File: config.mk
export PLATFORM = sky130hd
export DESIGN_NAME = lfsr_seq_gen
export DESIGN_NICKNAME = d
export VERILOG_FILES = /design/src/rtl/lfsr_seq_gen.sv
export SDC_FILE = /design/constraint.sdc
export NUM_CORES = 1
export LEC_CHECK = 0
export ABC_AREA = 0
export BUFFER_PORTS_ARGS = -buffer_cell sky130_fd_sc_hd__buf_2
export CAP_MARGIN = 20
export CORE_ASPECT_RATIO = 0.6
export CORE_UTILIZATION = 55
export DETAILED_ROUTE_END_ITERATION = 16
export PLACE_DENSITY = 0.78
export SLEW_MARGIN = 20
export SYNTH_ARGS = -nofsm -noshare
export SYNTH_HDL_FRONTEND = slang
export SYNTH_SLANG_ARGS = --single-unit
File: constraint.sdc
create_clock -name clk -period 3.05 [get_ports clk]
set_input_delay 0.61 -clock clk [delete_from_list [all_inputs] [get_ports clk]]
set_output_delay 0.61 -clock clk [all_outputs]
set_load 0.05 [all_outputs]
File: src/rtl/lfsr_seq_gen.sv
// Fibonacci LFSR bit-stream generator with seed load, zero-seed protection and
// period measurement; MSB is the stream, cycle_done marks a return to the start seed.
module lfsr_seq_gen #(
  parameter int unsigned          WIDTH        = 22,
  parameter logic [WIDTH-1:0]     TAPS         = WIDTH'(22'h200001),
  parameter logic [WIDTH-1:0]     DEFAULT_SEED = WIDTH'(22'h000001)
) (
  input  logic             clk,
  input  logic             reset,
  input  logic             en,
  input  logic             load,
  input  logic [WIDTH-1:0] seed,
  output logic [WIDTH-1:0] q,
  output logic             MSB,
  output logic             cycle_done,
  output logic [WIDTH-1:0] period_len,
  output logic             lockup
);

  typedef enum logic {IDLE, RUN} state_t;

  state_t           state_q, state_d;
  logic [WIDTH-1:0] start_q, start_d;
  logic [WIDTH-1:0] cnt_q, cnt_d;
  logic [WIDTH-1:0] q_d;
  logic [WIDTH-1:0] plen_d;
  logic             lock_d;
  logic             cd_d;

  logic             fb;
  logic [WIDTH-1:0] step_val;
  logic [WIDTH-1:0] cnt_inc;

  assign fb       = ^(q & TAPS);
  assign step_val = {q[WIDTH-2:0], fb};
  assign cnt_inc  = cnt_q + WIDTH'(1);
  assign MSB      = q[WIDTH-1];

  // Next-state: load overrides everything; a step landing on start_seed closes a period.
  always_comb begin
    state_d = state_q;
    q_d     = q;
    start_d = start_q;
    cnt_d   = cnt_q;
    plen_d  = period_len;
    lock_d  = lockup;
    cd_d    = 1'b0;

    if (load) begin
      state_d = IDLE;
      cnt_d   = '0;
      if (seed == '0) begin
        q_d     = DEFAULT_SEED;
        start_d = DEFAULT_SEED;
        lock_d  = 1'b1;
      end else begin
        q_d     = seed;
        start_d = seed;
      end
    end else begin
      case (state_q)
        IDLE: begin
          if (en) state_d = RUN;
        end
        RUN: begin
          if (en) begin
            q_d = step_val;
            if (step_val == start_q) begin
              cd_d   = 1'b1;
              plen_d = cnt_inc;
              cnt_d  = '0;
            end else begin
              cnt_d = cnt_inc;
            end
          end
        end
        default: state_d = IDLE;
      endcase
    end
  end

  always_ff @(posedge clk or negedge reset) begin
    if (!reset) begin
      state_q    <= IDLE;
      q          <= DEFAULT_SEED;
      start_q    <= DEFAULT_SEED;
      cnt_q      <= '0;
      period_len <= '0;
      lockup     <= 1'b0;
      cycle_done <= 1'b0;
    end else begin
      state_q    <= state_d;
      q          <= q_d;
      start_q    <= start_d;
      cnt_q      <= cnt_d;
      period_len <= plen_d;
      lockup     <= lock_d;
      cycle_done <= cd_d;
    end
  end

endmodule
### Word-level counts from Yosys, hierarchy flattened

Index checks and enable logic that the tools add are counted.
W data, S select, Z words.

* add/sub/neg operators: 1
* eq/ne operators: 1
* multiplexer cells: 15
* bitwise operators: 1
* reductions and logical operators: 7

Operator list (count)
* $mux W22: 8
* $add A22 B1 Y22 const B: 1
* $eq A22 B22 Y1: 1
* $logic_not A22 Y1: 1
* $reduce_xor A22 Y1: 1
* $mux W1: 7
* $reduce_and A2 Y1: 2
* $reduce_and A4 Y1: 1
* $reduce_bool A2 Y1: 2
* $not A1 Y1: 1

* register bits: 91
* input bits: 26
* output and inout port bits: 47
* logic and storage cells: 32

### Logic depth before layout (Yosys ltp)

* word-level depth: 6
* depth in mapped cells: 8
* gate-level depth less buffers: 7

### Worst setup path after synthesis

Ideal clock, no wire load.

* kind: register to register
* start point: reg q[0]
* end point: reg cnt_q[20]
* library setup time: 0.126 ns
* data arrival time: 2.044 ns
* data required time: 2.924 ns
* slack: 0.880 ns
* stages on the path, launching flop included: 8
* period minus slack after synthesis: 2.170 ns
* path through: dfstp_2 -> xnor2_1 -> nand4_1 -> nor4_4 -> a211oi_4 -> buf_6 -> and3_1 -> a221o_1

* cells in the longest elaborated chain, start to end: 6

Ends and longest elaborated chain
* start, declared: line 13 `output logic [WIDTH-1:0] q,`
* start signal, assigned: line 93 `q <= q_d;`
* $reduce_xor A22 Y1: line 34 `assign fb = ^(q & TAPS);`
* $eq A22 B22 Y1 (*): line 68 `if (step_val == start_q) begin`
* $mux W22 (*): line 68
* $mux W22 (*): line 66 `if (en) begin`
* $mux W22 (*): line 61 `case (state_q)`
* $mux W22 (*): line 49 `if (load) begin`
* end signal, assigned: line 95 `cnt_q <= cnt_d;`
* end, declared: line 24 `logic [WIDTH-1:0] cnt_q, cnt_d;`

Every way passes the cells marked *; elsewhere a longest branch is shown, timed or not. The select of a mux whose other input is x is not followed.
A chain may end at the register's enable or synchronous reset.

### Final worst setup path

* start point: reg q[0]
* end point: reg period_len[5]

* cells in the longest elaborated chain, start to end: 3

Ends and longest elaborated chain
* $reduce_xor A22 Y1: line 34
* $eq A22 B22 Y1 (*): line 68
* $reduce_and A4 Y1 (no line) (*)
* end signal, assigned: line 96 `period_len <= plen_d;`
* end, declared: line 16 `output logic [WIDTH-1:0] period_len,`

Every way passes the cells marked *; elsewhere a longest branch is shown, timed or not.

==> results.ini <==
[placed_design]
place_ws_ps = 676
detailed_place_hpwl_um = 6730
finalWeightedCongestion = 0.785
place.port_buffers = 72

[logic_synthesis]
yosys.area_share.adder_pct = 0.285
synth.mux.area_fraction_pct = 6.24
synth_largest_type_area_fraction_pct = 50.7
postSynthCellCount = 443
part_of_the_yosys_area_used_for_sequential_elements_pct = 51.9
synth_xor_area_share_pct = 7.57
synth.largest_area_cell = sky130_fd_sc_hd__dfrtp_1
postSynth.asyncResetShare_pct = 100
synthSimpleGateAreaFrac_pct = 16.7
synth_nets = 470
synth_top_cells_by_area = sky130_fd_sc_hd__dfrtp_1 (51%), sky130_fd_sc_hd__mux2i_1 (5.5%), sky130_fd_sc_hd__o21ai_0 (5.4%)
ys_warn_count = 0
ys.flop_type = sky130_fd_sc_hd__dfrtp_1
complex_gate_fraction_of_the_synthesized_area_pct = 12.5
synth_enable_flop_cells = 0
synth_top_family_by_area = simple AND/OR/NAND/NOR gates
yosys_register_bits = 91
netlist_area_um2 = 4390
post_synth.cell_area_avg_um2 = 9.92
yosys.cell_types.count = 43

[timing]
period_share_pct = 78.7
actual_transition_at_the_worst_max_transition_pin_ps = 636
report.final.slew_viol_count = 0
max_slew_headroom_pct = 57.4
clock-skew-final_ps = 6.45
setup_repair_after_global_routing_missed_its_margin = no
setup_viols_final = 0
timing.final.hold_violations = 0
final_critical_path_setup_slack_ps = 649
finalCriticalPeriod_ps = 2400
fin_tns_setup_ps = 0
fmax_ghz = 0.416

[floorplanning]
core_area_um2 = 7510
boundaryPins = 73
floorplan.die_area_um2 = 8360
die-height_um = 71.2
initial_utilization_pct = 58.5
die_w_um = 117
placementRows = 24

[pwr]
sequentialPowerShare_pct = 44.1
combinationalPowerShare_pct = 13.3
switching_share_pct = 26.5
power_density_nw_per_um2 = 583
pwr-share-clk_pct = 42.6
power.switching_uw = 802
design_power_total_uw = 3020
power_report.internal_total_uw = 2220
power.leakage_uw = 0.00264
ir_drop_v = 0.000335

[clocking]
cts-buffers-inserted = 9
cts_htree_levels = 3
clock_insertion_delay_worst_skew_ps = 340
path_clk_slew_ps = 60
tritoncts_num_sinks = 91
tritoncts_clock_tree = built
postCtsResizedCells = 0
root_buffer = sky130_fd_sc_hd__clkbuf_16
cts_max_path_buffers = 2
cts.repair_timing.setup_buffer_count = 0
cts_hold_buffers = 0

[critical_path]
cp_max_fo = 37
required_ps = 3310
crit_path_end = period_len[5]
timing.critical_path.arrival_ps = 2660
worst_r2r_path_depth = 7
launch_point_of_the_critical_path = q[0]
critPathLaunchType = flop
reg2reg_setup_slack_ps = 650
critical_path.reg2reg.startpoint = q[0]
kind_of_end_point_of_the_critical_path = flop
startpoint_to_endpoint_class_of_the_critical_path = flop to flop
crit-reg2reg-capture = period_len[5]

[global_route]
antenna_found_initial = 0
grt_overflow = 0
gr-usage-all-layers_pct = 25.5
global_route_wire_length_before_repair_um = 16600
pin_count_of_the_biggest_net_entering_global_routing = 48
grt_pass1_vias = 3321

[worst_hold_path]
hp-class = input port to async pin

[layout]
finalCoreUtilization_pct = 69.0
final_net_count = 537
drive_gt1_share_pct = 20.8
area_delta_synth_final_pct = 17.9
insertedDiodeCount = 0

[route]
via_count = 3432
overall_routed_net_length_um = 9700
dr.pass1.iters = 4
routedWlPerCell_um = 15.7
drt.antenna.violating_nets = 0
route.detailed.drc = 0
routed_via_count_divided_by_cell_count = 5.54
drt_iter0_drc = 254

[outcome]
outcome = completed

[flow_run]
max_capacitance_violation_count = 0

synth_stat cells (2+ instances only):
library cell,n
sky130_fd_sc_hd__a21o_1,2
sky130_fd_sc_hd__buf_4,3
sky130_fd_sc_hd__buf_2,4
sky130_fd_sc_hd__a21oi_1,27
sky130_fd_sc_hd__clkbuf_1,11
sky130_fd_sc_hd__nor4_1,5
sky130_fd_sc_hd__dfrtp_1,89
sky130_fd_sc_hd__mux2i_1,24
sky130_fd_sc_hd__o21ai_0,47
sky130_fd_sc_hd__nand4_1,7
sky130_fd_sc_hd__nor2_1,43
sky130_fd_sc_hd__mux2_2,3
sky130_fd_sc_hd__nor2b_1,4
sky130_fd_sc_hd__buf_1,2
sky130_fd_sc_hd__and3_1,16
sky130_fd_sc_hd__xnor2_1,25
sky130_fd_sc_hd__a221o_1,9
sky130_fd_sc_hd__dfstp_2,2
sky130_fd_sc_hd__nand3_1,16
sky130_fd_sc_hd__and4_1,3
sky130_fd_sc_hd__a22o_1,3
sky130_fd_sc_hd__nand2_1,40
sky130_fd_sc_hd__xor2_1,13
sky130_fd_sc_hd__and2_1,3
sky130_fd_sc_hd__inv_1,24
cells in the final DEF, fill, tap and decap left out, types with 4 or more instances in the layout:
cell                         n
sky130_fd_sc_hd__dfrtp_1    89
sky130_fd_sc_hd__buf_2      71
sky130_fd_sc_hd__o21ai_0    47
sky130_fd_sc_hd__nor2_1     43
sky130_fd_sc_hd__nand2_1    40
sky130_fd_sc_hd__a21oi_1    27
sky130_fd_sc_hd__xnor2_1    25
sky130_fd_sc_hd__inv_1      24
sky130_fd_sc_hd__mux2i_1    24
sky130_fd_sc_hd__nand3_1    16
sky130_fd_sc_hd__and3_1     16
sky130_fd_sc_hd__xor2_1     13
sky130_fd_sc_hd__a221o_1     9
sky130_fd_sc_hd__clkbuf_16   9
sky130_fd_sc_hd__nand4_1     7
sky130_fd_sc_hd__buf_4       7
sky130_fd_sc_hd__nor4_1      5
sky130_fd_sc_hd__nor2b_1     4
critical path, stage by stage (launching register included):
cell and delay (ps):
sky130_fd_sc_hd__dfstp_2 590, sky130_fd_sc_hd__xnor2_1 140, sky130_fd_sc_hd__nand4_1 160, sky130_fd_sc_hd__nor4_4 390
sky130_fd_sc_hd__and3_1 420, sky130_fd_sc_hd__buf_4 400, sky130_fd_sc_hd__nor2_1 80, sky130_fd_sc_hd__a21oi_1 140
logic make-up (layout without fill, tap and decap cells):
logic type,after synthesis,in the layout
simple gates,147,147
compound gates,92,92
flops,91,91
buf+inv,47,119
xor+xnor,38,38
mux,27,27
fa+ha+maj,1,1
worst min path at each step:
| stage | end | slack [ps] | cells after the start |
|---|---|---|---|
| after floorplan | cnt_q[0] | 310 | 0 |
| after global placement | lockup | 450 | 1 |
| after detailed placement | lockup | 450 | 1 |
| after CTS | start_q[6] | 310 | 1 |
| after global routing | q[6] | 330 | 1 |
| final | start_q[6] | 280 | 1 |
cell type report:
cell class | count | area (µm²)
clock buffers | 10 | 239
clock inverters | 6 | 113
fillers | 605 | 2330
inverters | 24 | 90.1
multi-input cells | 305 | 1900
flip-flops and latches | 91 | 2280
well taps | 104 | 130
repair buffers | 79 | 428
power groups by stage:
stage / Sequential [µW] / Combinational, µW / Clock (µW)
3_5_place_dp: 1350 / 400 / 0
6_report: 1330 / 401 / 1290
5_1_grt: 1340 / 434 / 1350
4_1_cts: 1330 / 402 / 1310
3_3_place_gp: 1350 / 394 / 0
2_1_floorplan: 1450 / 168 / 0
routing by layer:
metal	share of wire [%]	wire length (µm)	track usage (%)	vias to the layer above
met2	44	4230	38.2	100
met4	0.91	88	6.93	0
li1	-	-	-	1652
met1	50	4880	37.3	1672
met3	5.2	504	6.29	8
met5	0	0	0	-
per-stage QoR:
step           area [µm²]  hold WS (ps)  instances
6_report             5180           279        619
5_1_grt              5180           328        619
4_1_cts              5180           305        619
3_5_place_dp         4830           451        603
3_3_place_gp         4830           450        603
2_1_floorplan        4390           314        443
registers in the layout, indices dropped and copies added (netlist names):
signal and count:
cycle_done 1, cnt_q 22, state_q 1, lockup 1, start_q 22, q 22, period_len 22
(Power assumes the default switching activity.)
